<file path="src/rtl/pll_phase_scanner_if.sv">
// Signal bundle between command/status logic, the PLL phase setter, the data checker and the scanner.
// slave = scanner side, master = command/checker/setter side.
interface pll_phase_scanner_if #(
    parameter int ERR_W = 16
);
    logic             start;
    logic             abort;
    logic             clksrc_sel;
    logic [7:0]       phase_first;
    logic [7:0]       phase_last;
    logic [7:0]       phase_step;
    logic             check_valid;
    logic             check_err;
    logic             pll_update;
    logic [7:0]       pll_phase;
    logic             pll_clksrc;
    logic             busy;
    logic             done;
    logic [7:0]       cur_phase;
    logic [7:0]       best_phase;
    logic [ERR_W-1:0] best_errs;

    modport master (
        output start, abort, clksrc_sel, phase_first, phase_last, phase_step,
        output check_valid, check_err,
        input  pll_update, pll_phase, pll_clksrc, busy, done, cur_phase, best_phase, best_errs
    );

    modport slave (
        input  start, abort, clksrc_sel, phase_first, phase_last, phase_step,
        input  check_valid, check_err,
        output pll_update, pll_phase, pll_clksrc, busy, done, cur_phase, best_phase, best_errs
    );
endinterface

</file>
<file path="src/rtl/pll_phase_scanner.sv">
// Sweeps the PLL sampling phase, counts checker errors per point and re-applies the best phase (SCAN_CENTER_EN: centre of longest zero-error run).
// Latency: per point 1 update + SETTLE_CYCLES + WINDOW valid samples + 1 eval cycle; final apply adds SETTLE_CYCLES + 1.
// Backpressure: none; start is ignored while busy, abort returns to idle at the next edge.
module pll_phase_scanner #(
    parameter int SETTLE_CYCLES = 200000,
    parameter int WINDOW        = 4096,
    parameter int ERR_W         = 16
) (
    input  logic                clk,
    input  logic                rstn,
    pll_phase_scanner_if.slave  sif
);
    localparam int SCNT_W = (SETTLE_CYCLES > 1) ? $clog2(SETTLE_CYCLES) : 1;
    localparam int WCNT_W = (WINDOW > 1) ? $clog2(WINDOW) : 1;

    typedef enum logic [2:0] {
        S_IDLE, S_LOAD, S_SETTLE, S_MEASURE, S_EVAL, S_APPLY, S_APPLY_SETTLE, S_FINISH
    } state_t;

    state_t             state_q, state_d;
    logic [SCNT_W-1:0]  cnt_q, cnt_d;
    logic [WCNT_W-1:0]  samp_q, samp_d;
    logic [ERR_W-1:0]   errs_q, errs_d;
    logic [7:0]         cur_phase_q, cur_phase_d;
    logic [7:0]         last_q, last_d;
    logic [7:0]         step_q, step_d;
    logic               clksrc_q, clksrc_d;
    logic [7:0]         run_phase_q, run_phase_d;
    logic [ERR_W-1:0]   run_errs_q, run_errs_d;
    logic [7:0]         best_phase_q, best_phase_d;
    logic [ERR_W-1:0]   best_errs_q, best_errs_d;
    logic [7:0]         pll_phase_q, pll_phase_d;
    logic               pll_clksrc_q, pll_clksrc_d;

    logic               settle_end;
    logic               samp_last;
    logic [8:0]         next_phase;
    logic               sweep_end;
    logic [7:0]         cand_phase;
    logic [ERR_W-1:0]   cand_errs;
    logic [7:0]         final_phase;
    logic [ERR_W-1:0]   final_errs;

`ifdef SCAN_CENTER_EN
    logic               in_run_q, in_run_d;
    logic [7:0]         rs_q, rs_d;
    logic [8:0]         rlen_q, rlen_d;
    logic [7:0]         brs_q, brs_d;
    logic [7:0]         bre_q, bre_d;
    logic [8:0]         blen_q, blen_d;
    logic               c_zero;
    logic [7:0]         c_rs;
    logic [8:0]         c_rlen;
    logic [7:0]         c_brs;
    logic [7:0]         c_bre;
    logic [8:0]         c_blen;
    logic [8:0]         mid_sum;
`endif

    assign settle_end = (cnt_q == SCNT_W'(SETTLE_CYCLES - 1));
    assign samp_last  = (samp_q == WCNT_W'(WINDOW - 1));

    // Evaluation of the point just measured, shared by EVAL's next-state and datapath logic
    always_comb begin
        next_phase = {1'b0, cur_phase_q} + {1'b0, step_q};
        sweep_end  = next_phase[8] || (next_phase > {1'b0, last_q});
        if (errs_q < run_errs_q) begin
            cand_phase = cur_phase_q;
            cand_errs  = errs_q;
        end else begin
            cand_phase = run_phase_q;
            cand_errs  = run_errs_q;
        end
        final_phase = cand_phase;
        final_errs  = cand_errs;
`ifdef SCAN_CENTER_EN
        c_zero  = (errs_q == '0);
        c_rs    = (c_zero && !in_run_q) ? cur_phase_q : rs_q;
        c_rlen  = c_zero ? (in_run_q ? rlen_q + 9'd1 : 9'd1) : 9'd0;
        c_brs   = brs_q;
        c_bre   = bre_q;
        c_blen  = blen_q;
        if (c_zero && (c_rlen > blen_q)) begin
            c_brs  = c_rs;
            c_bre  = cur_phase_q;
            c_blen = c_rlen;
        end
        mid_sum = {1'b0, c_brs} + {1'b0, c_bre};
        if (c_blen != 9'd0) begin
            final_phase = mid_sum[8:1];
            final_errs  = '0;
        end
`endif
    end

    always_comb begin
        state_d = state_q;
        case (state_q)
            S_IDLE:         if (sif.start) state_d = S_LOAD;
            S_LOAD:         state_d = S_SETTLE;
            S_SETTLE:       if (settle_end) state_d = S_MEASURE;
            S_MEASURE:      if (sif.check_valid && samp_last) state_d = S_EVAL;
            S_EVAL:         state_d = sweep_end ? S_APPLY : S_LOAD;
            S_APPLY:        state_d = S_APPLY_SETTLE;
            S_APPLY_SETTLE: if (settle_end) state_d = S_FINISH;
            S_FINISH:       state_d = S_IDLE;
            default:        state_d = S_IDLE;
        endcase
        if (sif.abort) state_d = S_IDLE;
    end

    always_comb begin
        cnt_d        = '0;
        samp_d       = samp_q;
        errs_d       = errs_q;
        cur_phase_d  = cur_phase_q;
        last_d       = last_q;
        step_d       = step_q;
        clksrc_d     = clksrc_q;
        run_phase_d  = run_phase_q;
        run_errs_d   = run_errs_q;
        best_phase_d = best_phase_q;
        best_errs_d  = best_errs_q;
        pll_phase_d  = pll_phase_q;
        pll_clksrc_d = pll_clksrc_q;
`ifdef SCAN_CENTER_EN
        in_run_d = in_run_q;
        rs_d     = rs_q;
        rlen_d   = rlen_q;
        brs_d    = brs_q;
        bre_d    = bre_q;
        blen_d   = blen_q;
`endif
        if (((state_q == S_SETTLE) || (state_q == S_APPLY_SETTLE)) && !settle_end) begin
            cnt_d = cnt_q + SCNT_W'(1);
        end
        case (state_q)
            S_IDLE: begin
                if (state_d == S_LOAD) begin
                    cur_phase_d  = sif.phase_first;
                    last_d       = sif.phase_last;
                    step_d       = (sif.phase_step == 8'd0) ? 8'd1 : sif.phase_step;
                    clksrc_d     = sif.clksrc_sel;
                    run_phase_d  = sif.phase_first;
                    run_errs_d   = '1;
                    pll_phase_d  = sif.phase_first;
                    pll_clksrc_d = sif.clksrc_sel;
`ifdef SCAN_CENTER_EN
                    in_run_d = 1'b0;
                    rs_d     = 8'd0;
                    rlen_d   = 9'd0;
                    brs_d    = 8'd0;
                    bre_d    = 8'd0;
                    blen_d   = 9'd0;
`endif
                end
            end
            S_LOAD: begin
                samp_d = '0;
                errs_d = '0;
            end
            S_MEASURE: begin
                if (sif.check_valid) begin
                    samp_d = samp_q + WCNT_W'(1);
                    if (sif.check_err && (errs_q != '1)) errs_d = errs_q + ERR_W'(1);
                end
            end
            S_EVAL: begin
                run_phase_d = cand_phase;
                run_errs_d  = cand_errs;
`ifdef SCAN_CENTER_EN
                in_run_d = c_zero;
                rs_d     = c_rs;
                rlen_d   = c_rlen;
                brs_d    = c_brs;
                bre_d    = c_bre;
                blen_d   = c_blen;
`endif
                if (state_d == S_LOAD) begin
                    cur_phase_d = next_phase[7:0];
                    pll_phase_d = next_phase[7:0];
                end else if (state_d == S_APPLY) begin
                    best_phase_d = final_phase;
                    best_errs_d  = final_errs;
                    pll_phase_d  = final_phase;
                end
            end
            default: ;
        endcase
    end

    always_ff @(posedge clk or negedge rstn) begin
        if (!rstn) begin
            state_q      <= S_IDLE;
            cnt_q        <= '0;
            samp_q       <= '0;
            errs_q       <= '0;
            cur_phase_q  <= 8'd0;
            last_q       <= 8'd0;
            step_q       <= 8'd1;
            clksrc_q     <= 1'b0;
            run_phase_q  <= 8'd0;
            run_errs_q   <= '1;
            best_phase_q <= 8'd0;
            best_errs_q  <= '1;
            pll_phase_q  <= 8'd0;
            pll_clksrc_q <= 1'b0;
        end else begin
            state_q      <= state_d;
            cnt_q        <= cnt_d;
            samp_q       <= samp_d;
            errs_q       <= errs_d;
            cur_phase_q  <= cur_phase_d;
            last_q       <= last_d;
            step_q       <= step_d;
            clksrc_q     <= clksrc_d;
            run_phase_q  <= run_phase_d;
            run_errs_q   <= run_errs_d;
            best_phase_q <= best_phase_d;
            best_errs_q  <= best_errs_d;
            pll_phase_q  <= pll_phase_d;
            pll_clksrc_q <= pll_clksrc_d;
        end
    end

`ifdef SCAN_CENTER_EN
    always_ff @(posedge clk or negedge rstn) begin
        if (!rstn) begin
            in_run_q <= 1'b0;
            rs_q     <= 8'd0;
            rlen_q   <= 9'd0;
            brs_q    <= 8'd0;
            bre_q    <= 8'd0;
            blen_q   <= 9'd0;
        end else begin
            in_run_q <= in_run_d;
            rs_q     <= rs_d;
            rlen_q   <= rlen_d;
            brs_q    <= brs_d;
            bre_q    <= bre_d;
            blen_q   <= blen_d;
        end
    end
`endif

    always_comb begin
        sif.pll_update = (state_q == S_LOAD) || (state_q == S_APPLY);
        sif.busy       = (state_q != S_IDLE) && (state_q != S_FINISH);
        sif.done       = (state_q == S_FINISH);
        sif.pll_phase  = pll_phase_q;
        sif.pll_clksrc = pll_clksrc_q;
        sif.cur_phase  = cur_phase_q;
        sif.best_phase = best_phase_q;
        sif.best_errs  = best_errs_q;
    end
endmodule
</file>
<file path="src/flat_wrapper.sv">
// flat-port wrapper written by rule: the top's interface ports become plain ports
module pll_phase_scanner_flat 
#(
    parameter int SETTLE_CYCLES = 200000,
    parameter int WINDOW        = 4096,
    parameter int ERR_W         = 16
)
  (clk, rstn, sif_start, sif_abort, sif_clksrc_sel, sif_phase_first, sif_phase_last, sif_phase_step, sif_check_valid, sif_check_err, sif_pll_update, sif_pll_phase, sif_pll_clksrc, sif_busy, sif_done, sif_cur_phase, sif_best_phase, sif_best_errs);
  pll_phase_scanner_if #(.ERR_W(ERR_W)) sif_i ();
  input  logic clk;
  input  logic rstn;
  input wire logic [$bits(sif_i.start)-1:0] sif_start;
  input wire logic [$bits(sif_i.abort)-1:0] sif_abort;
  input wire logic [$bits(sif_i.clksrc_sel)-1:0] sif_clksrc_sel;
  input wire logic [$bits(sif_i.phase_first)-1:0] sif_phase_first;
  input wire logic [$bits(sif_i.phase_last)-1:0] sif_phase_last;
  input wire logic [$bits(sif_i.phase_step)-1:0] sif_phase_step;
  input wire logic [$bits(sif_i.check_valid)-1:0] sif_check_valid;
  input wire logic [$bits(sif_i.check_err)-1:0] sif_check_err;
  output wire logic [$bits(sif_i.pll_update)-1:0] sif_pll_update;
  output wire logic [$bits(sif_i.pll_phase)-1:0] sif_pll_phase;
  output wire logic [$bits(sif_i.pll_clksrc)-1:0] sif_pll_clksrc;
  output wire logic [$bits(sif_i.busy)-1:0] sif_busy;
  output wire logic [$bits(sif_i.done)-1:0] sif_done;
  output wire logic [$bits(sif_i.cur_phase)-1:0] sif_cur_phase;
  output wire logic [$bits(sif_i.best_phase)-1:0] sif_best_phase;
  output wire logic [$bits(sif_i.best_errs)-1:0] sif_best_errs;
  assign sif_i.start = sif_start;
  assign sif_i.abort = sif_abort;
  assign sif_i.clksrc_sel = sif_clksrc_sel;
  assign sif_i.phase_first = sif_phase_first;
  assign sif_i.phase_last = sif_phase_last;
  assign sif_i.phase_step = sif_phase_step;
  assign sif_i.check_valid = sif_check_valid;
  assign sif_i.check_err = sif_check_err;
  assign sif_pll_update = sif_i.pll_update;
  assign sif_pll_phase = sif_i.pll_phase;
  assign sif_pll_clksrc = sif_i.pll_clksrc;
  assign sif_busy = sif_i.busy;
  assign sif_done = sif_i.done;
  assign sif_cur_phase = sif_i.cur_phase;
  assign sif_best_phase = sif_i.best_phase;
  assign sif_best_errs = sif_i.best_errs;
  pll_phase_scanner #(.SETTLE_CYCLES(SETTLE_CYCLES), .WINDOW(WINDOW), .ERR_W(ERR_W)) u_core (.clk(clk), .rstn(rstn), .sif(sif_i));
endmodule
</file>
<file path="config.mk">
export PLATFORM = sky130hd
export DESIGN_NAME = pll_phase_scanner_flat
export DESIGN_NICKNAME = d
export VERILOG_FILES = /design/src/rtl/pll_phase_scanner_if.sv /design/src/rtl/pll_phase_scanner.sv /design/src/flat_wrapper.sv
export SDC_FILE = /design/constraint.sdc
export NUM_CORES = 1
export LEC_CHECK = 0
export ABC_AREA = 1
export BUFFER_PORTS_ARGS = -buffer_cell sky130_fd_sc_hd__buf_4
export CORE_ASPECT_RATIO = 1.5
export CORE_MARGIN = 1.5
export CORE_UTILIZATION = 36
export CTS_CLUSTER_DIAMETER = 60
export DETAILED_ROUTE_END_ITERATION = 6
export GPL_TIMING_DRIVEN = 0
export PLACE_DENSITY = 0.55
export SLEW_MARGIN = 20
export SYNTH_ARGS = -nofsm -noshare
export SYNTH_HDL_FRONTEND = slang
export SYNTH_SLANG_ARGS = --single-unit
export TNS_END_PERCENT = 30
</file>
<file path="constraint.sdc">
create_clock -name clk -period 9.4 [get_ports clk]
set_clock_uncertainty 0.15 [all_clocks]
set_input_delay 0.94 -clock clk [delete_from_list [all_inputs] [get_ports clk]]
set_output_delay 0.94 -clock clk [all_outputs]
set_load 0.005 [all_outputs]
</file>
# Word-level counts from Yosys, hierarchy flattened
# Index checks and enable logic that the tools add are counted.
dict set report word_totals {
  regBits 130
  input_bits 31
  out_inout_bits 44
}
dict set report op_classes {
  n_addsub 4
  order_cmp 2
  n_eq_ne 18
  mux 25
  n_bitwise 1
  reduce_logical 20
}
# cell count
set ops {}
lappend ops {{$mux 16} 4}
lappend ops {{$pmux 16 s2} 2}
lappend ops {{$mux 8} 6}
lappend ops {{$pmux 8 s2} 3}
lappend ops {{$pmux 12 s2} 1}
lappend ops {{$pmux 3 s8} 1}
lappend ops {{$add 18x1->18 const B} 1}
lappend ops {{$eq 18x18->1 const B} 1}
lappend ops {{$mux 18} 1}
lappend ops {{$mux 3} 6}
lappend ops {{$add 16x1->16 const B} 1}
lappend ops {{$lt 16x16->1} 1}
lappend ops {{$ne 16x16->1 const B} 1}
lappend ops {{$eq 3x3->1 const B} 5}
lappend ops {{$add 12x1->12 const B} 1}
lappend ops {{$eq 12x12->1 const B} 1}
lappend ops {{$mux 12} 1}
lappend ops {{$reduce_and 3->1} 4}
lappend ops {{$add 8x8->9} 1}
lappend ops {{$gt 9x8->1} 1}
lappend ops {{$logic_not 8->1} 1}
lappend ops {{$eq 3x1->1 const B} 2}
lappend ops {{$eq 3x2->1 const B} 2}
lappend ops {{$ne 2x1->1 const B} 3}
lappend ops {{11 further kinds} 19}

# Longest topological paths before layout
dict set report depth {
  word_depth 10
  depth_mapped 24
}

# Worst setup path after synthesis
# OpenSTA, ideal clock, no wires.
dict set report synth_timing {
  path_type {reg2reg}
  startpoint {register u_core.cur_phase_q[0], in the netlist u_core.sif.cur_phase[0]}
  endpoint {register u_core.pll_phase_q[5], in the netlist u_core.sif.pll_phase[5]}
  setup_time_ns 0.125
  arrival_ns 2.968
  t_required_ns 9.125
  slack_ns 6.158
  stages_incl_launch_ff 23
  period_less_slack_ns 3.242
  cell_sequence {dfrtp_1 > ha_1 > fa_1 > nand3_1 > nand2_1 > nand3_1 > nand2_1 > xor2_1 > ha_1 > a21o_1 > a21oi_1 > nand2_1 > nand2_1 > nand2_1 > nand2_1 > nand2_1 > nand2_1 > nand2_1 > nand2_1 > buf_2 > nand3_1 > nand3_1 > a21oi_1}
}
dict set report synth_via {
  elab_chain_len 9
  elab_cells_between_ends 13
}
# item line_no
set synth_rtl {}
lappend synth_rtl {{from (decl)} pll_phase_scanner.sv:24} ;# logic [7:0] cur_phase_q, cur_phase_d;
lappend synth_rtl {{from (signal assigned)} pll_phase_scanner.sv:213} ;# cur_phase_q <= cur_phase_d;
lappend synth_rtl {{$add 8x8->9 *} pll_phase_scanner.sv:65} ;# next_phase = {1'b0, cur_phase_q} + {1'b0, step_q};
lappend synth_rtl {{$gt 9x8->1} pll_phase_scanner.sv:66} ;# sweep_end = next_phase[8] || (next_phase > {1'b0, last_q});
lappend synth_rtl {{$logic_or 1x1->1} pll_phase_scanner.sv:66}
lappend synth_rtl {{$mux 3} pll_phase_scanner.sv:103} ;# S_EVAL: state_d = sweep_end ? S_APPLY : S_LOAD;
lappend synth_rtl {{$pmux 3 s8} pll_phase_scanner.sv:98} ;# case (state_q)
lappend synth_rtl {{$mux 3} pll_phase_scanner.sv:109} ;# if (sif.abort) state_d = S_IDLE;
lappend synth_rtl {{$eq 3x3->1 / $eq 3x1->1 (equally long branches)} {pll_phase_scanner.sv:182, pll_phase_scanner.sv:139, pll_phase_scanner.sv:179}}
lappend synth_rtl {{$ne 3x1->1 (no line) (tied with other cells)} -}
lappend synth_rtl {{$reduce_and 3->1 (no line) / $pmux 8 s2 (equally long branches)} -}
lappend synth_rtl {{to (signal assigned)} pll_phase_scanner.sv:221} ;# pll_phase_q <= pll_phase_d;
lappend synth_rtl {{to (decl)} pll_phase_scanner.sv:32} ;# logic [7:0] pll_phase_q, pll_phase_d;
# Mark *: on every way between the ends. The rest lies on a longest branch, timed or not.
# A chain may end at the register's enable or synchronous reset.

# Worst setup path after layout
dict set report layout_timing {
  startpoint {register u_core.cur_phase_q[0], in the netlist u_core.sif.cur_phase[0]}
  endpoint {register u_core.cur_phase_q[5], in the netlist u_core.sif.cur_phase[5]}
}
dict set report layout_via {
  elab_chain_len 9
  elab_cells_between_ends 12
}
# item line_no
set layout_rtl {}
lappend layout_rtl {{$add 8x8->9 *} pll_phase_scanner.sv:65}
lappend layout_rtl {{$gt 9x8->1} pll_phase_scanner.sv:66}
lappend layout_rtl {{$logic_or 1x1->1} pll_phase_scanner.sv:66}
lappend layout_rtl {{$mux 3} pll_phase_scanner.sv:103}
lappend layout_rtl {{$pmux 3 s8} pll_phase_scanner.sv:98}
lappend layout_rtl {{$mux 3} pll_phase_scanner.sv:109}
lappend layout_rtl {{$eq 3x1->1} {pll_phase_scanner.sv:139, pll_phase_scanner.sv:179}}
lappend layout_rtl {{$ne 2x1->1 (no line)} -}
lappend layout_rtl {{$reduce_and 3->1 (no line)} -}
# Mark *: on every way between the ends. The rest lies on a longest branch, timed or not. The select of a mux whose other input is x is not followed.

==> metrics.md <==
| Metric | Value |
|---|---|
| DR vias/cell | `5.010` |
| Register Area | `3294 um2` |
| GRT Total Usage | `20.75%` |
| Total CTS buffers | `17` |
| Initial Util | `36.66%` |
| Ant diodes | `0` |
| RSZ-0062 raised after global routing | `false` |
| # rows | `63` |
| Post-CTS Setup Bufs | `0` |
| Outcome | `complete, no violations` |
| Multi-input gate area | `3293 um2` |
| Arrival time at the worst endpoint | `4.25 ns` |
| Final Slew Violations | `0` |
| Leading cell type in the layout, fill and taps excluded | `nand2_1` |
| Synth cell types | `45` |
| Hold_buf cts | `0` |
| Final GP Congestion | `0.8445` |
| PortBufs | `74` |
| VDD IR max | `0.1326 mV` |
| Initial antenna violation count | `0` |
| Final non-filler cell total | `1266` |
| Warnings from Yosys | `0` |
| H-tree depth | `4` |
| Die height | `176.8 um` |
| Reg2Reg Setup Slack | `5.27 ns` |
| HPWL Detailed | `15740 um` |
| Filler instances | `2024` |
| Final setup viols | `0` |
| IO Pins | `75` |
| Clk sink count | `130` |
| R2r worst-path depth | `20` |
| Min-delay worst type | `in2async` |
| Reg clk slew, reported paths | `0.06 ns` |
| Mapped Nets | `965` |
| Largest net degree at the start of global routing | `88` |
| Placed Cells | `1234` |
| Share of the clock period used by the worst path after layout | `43.96%` |
| TritonCTS clock tree | `built` |
| Mapped Avg Cell Area | `8.068 um2` |
| Area grow syn2layout | `20.41%` |
| Final Cell Area | `8733 um2` |
| Number of global-route vias before repair | `6614` |
| Layout cell share with drive strength beyond 1 | `18.99%` |
| Crit. End Element | `register` |
| Die W | `118.9 um` |
| Critical Path RT | `9.52 ns` |
| Critical Path Source Type | `register` |
| FF-to-FF Start | `u_core.sif.cur_phase[0]$_DFFE_PN0P_` |
| Placed cell area | `8169 um2` |
| Seq/Total Area, Yosys | `45.42%` |
| Leak | `4.156 nW` |
| Worst slew pin tran | `0.6450 ns` |
| Seq cells post-synth | `130` |
| Final Hold Viols | `0` |
| DR iter-0 viols | `261` |
| Post-synth ARST share | `100.0%` |
| Cell count after synthesis | `899` |
| Slew margin rel. | `56.84%` |
| CP startpoint | `u_core.sif.cur_phase[0]$_DFFE_PN0P_` |
| Terminus of the critical flop-to-flop path | `u_core.sif.cur_phase[5]$_DFFE_PN0P_` |
| Total gr overflow | `0` |
| Clock Latency Late Sink | `0.43 ns` |
| Clock root cell | `clkbuf_16` |
| Residual DRC count | `0` |
| Peak Freq | `242.0 MHz` |
| Final Critical Period | `4.132 ns` |
| Crit-path max FO | `10` |
| First-pass DRT Iterations | `5` |
| Mapped Area | `7253 um2` |
| Antenna Violating Nets Remaining | `0` |
| Worst setup endpoint | `u_core.sif.cur_phase[5]$_DFFE_PN0P_` |
| Setup TNS | `0 ns` |
| WL final | `20630 um` |
| Commonest non-fill, non-tap cells in the layout | `nand2_1 (194), inv_1 (129), dfrtp_1 (97), buf_4 (77), o21ai_0 (63)` |
| First-pass GRT wire length | `33800 um` |
| Total Nets Final | `1059` |
| Max Cap Viol | `0` |
| Max clock buf depth | `2` |
| CORE AREA | `19790 um2` |
| Post-synth EDFFs | `0` |
| Vias | `6343` |
| Power Density | `247.8 nW/um2` |
| Cts repair resizes | `0` |
| Main synth FF type | `dfrtp_1` |
| Die Footprint | `21030 um2` |
| Hold WS | `0.2430 ns` |
| CP Class | `reg2reg` |
| Detailed-route wire length per cell | `16.30 um` |
Yosys cell counts, types with 3 or more instances:
cell / instances / area (um2)
dfstp_2: 33 / 867.1
a31oi_1: 9 / 56.30
o21a_1: 11 / 82.58
clkinv_1: 3 / 11.26
nor2_2: 5 / 31.28
or2_2: 10 / 62.56
nor3_1: 24 / 120.1
inv_1: 129 / 484.2
buf_2: 7 / 35.03
buf_4: 4 / 30.03
nand3_1: 48 / 240.2
clkbuf_1: 11 / 41.29
ha_1: 34 / 425.4
nand2_1: 194 / 728.2
nand2_2: 6 / 37.54
inv_2: 8 / 30.03
o221ai_1: 7 / 61.31
nor2_4: 4 / 45.04
nor2_1: 48 / 180.2
o21ai_0: 63 / 315.3
o31ai_1: 8 / 60.06
nand4_1: 13 / 81.33
o22ai_1: 16 / 100.1
nor4_1: 5 / 31.28
o21ai_1: 10 / 50.05
a21oi_1: 55 / 275.3
xor2_1: 11 / 96.34
nor3_2: 4 / 40.04
dfrtp_1: 97 / 2427
report_power, final:
part | switching (mW) | leakage, nW | internal [mW]
combinational | 0.490 | 2.28 | 0.310
clock | 0.254 | 0.278 | 0.395
sequential | 0.0603 | 1.60 | 0.655
total | 0.804 | 4.16 | 1.36
state kept, by name, indices dropped and copies added (netlist names):
name / flops
u_core.step_q: 8
u_core.last_q: 8
u_core.sif.cur_phase: 8
u_core.sif.pll_phase: 8
u_core.run_phase_q: 8
u_core.sif.best_errs: 16
u_core.state_q: 3
u_core.sif.best_phase: 8
u_core.cnt_q: 18
u_core.sif.pll_clksrc: 1
u_core.errs_q: 16
u_core.samp_q: 12
u_core.run_errs_q: 16
critical path: stages (launching register included):
cell,delay [ns]
dfrtp_1,0.41
ha_1,0.24
fa_1,0.42
nand3_1,0.15
nand2_1,0.10
nand3_1,0.10
nand2_1,0.07
xor2_1,0.42
ha_1,0.34
a21o_1,0.18
a21oi_1,0.11
nand2_1,0.06
nand2_1,0.05
nand2_1,0.04
nand2_1,0.05
nand2_1,0.06
nand2_1,0.06
nand2_1,0.05
nand2_1,0.26
clkbuf_1,0.48
a31oi_1,0.16
worst min path at each step:
stage | start | to | slack (ns) | cells after the start
floorplan | u_core.cnt_q[0]$_DFF_PN0_ | u_core.cnt_q[0]$_DFF_PN0_ | 0.28 | 1
global route | rstn | u_core.cnt_q[13]$_DFF_PN0_ | 0.27 | 1
global placement | u_core.cnt_q[0]$_DFF_PN0_ | u_core.cnt_q[0]$_DFF_PN0_ | 0.30 | 1
finish | rstn | u_core.cnt_q[13]$_DFF_PN0_ | 0.24 | 1
detailed placement | u_core.cnt_q[0]$_DFF_PN0_ | u_core.cnt_q[0]$_DFF_PN0_ | 0.31 | 1
CTS | rstn | u_core.cnt_q[13]$_DFF_PN0_ | 0.26 | 1
cells by family after synthesis:
kind of cell             after synthesis  synth area share [%]
AND/OR/NAND/NOR                      367                 22.87
AO/OA/AOI/OAI                        188                 14.82
buffers and inverters                166                 9.177
flip-flops                           130                 45.42
adder cells (fa/ha/maj)               35                 6.141
XOR/XNOR                              13                 1.570
routing by layer:
layer  GRT usage [%]  wire [um]
met5               0          0
met4           10.19        692
met3           3.254        565
met2           39.51      11190
met1           22.10       8182
stage by stage:
step	setup slack, ns	power [mW]	utilization (%)
2_1_floorplan	6.158	1.232	-
3_3_place_gp	5.252	1.513	41.11
3_5_place_dp	5.246	1.527	41.29
4_1_cts	5.222	2.182	44.14
5_1_grt	4.974	2.323	44.14
6_report	5.268	2.164	44.14
cell type report:
class,count,share of cell area (%)
inverters,142,6.146
flip-flops and latches,130,37.72
clock buffers,22,5.201
clock inverters,10,1.261
multi-input cells,603,37.71
plain buffers,24,1.476
repair buffers,75,6.762
well taps,260,3.725
Note: power is estimated with default switching activity, not from simulation.
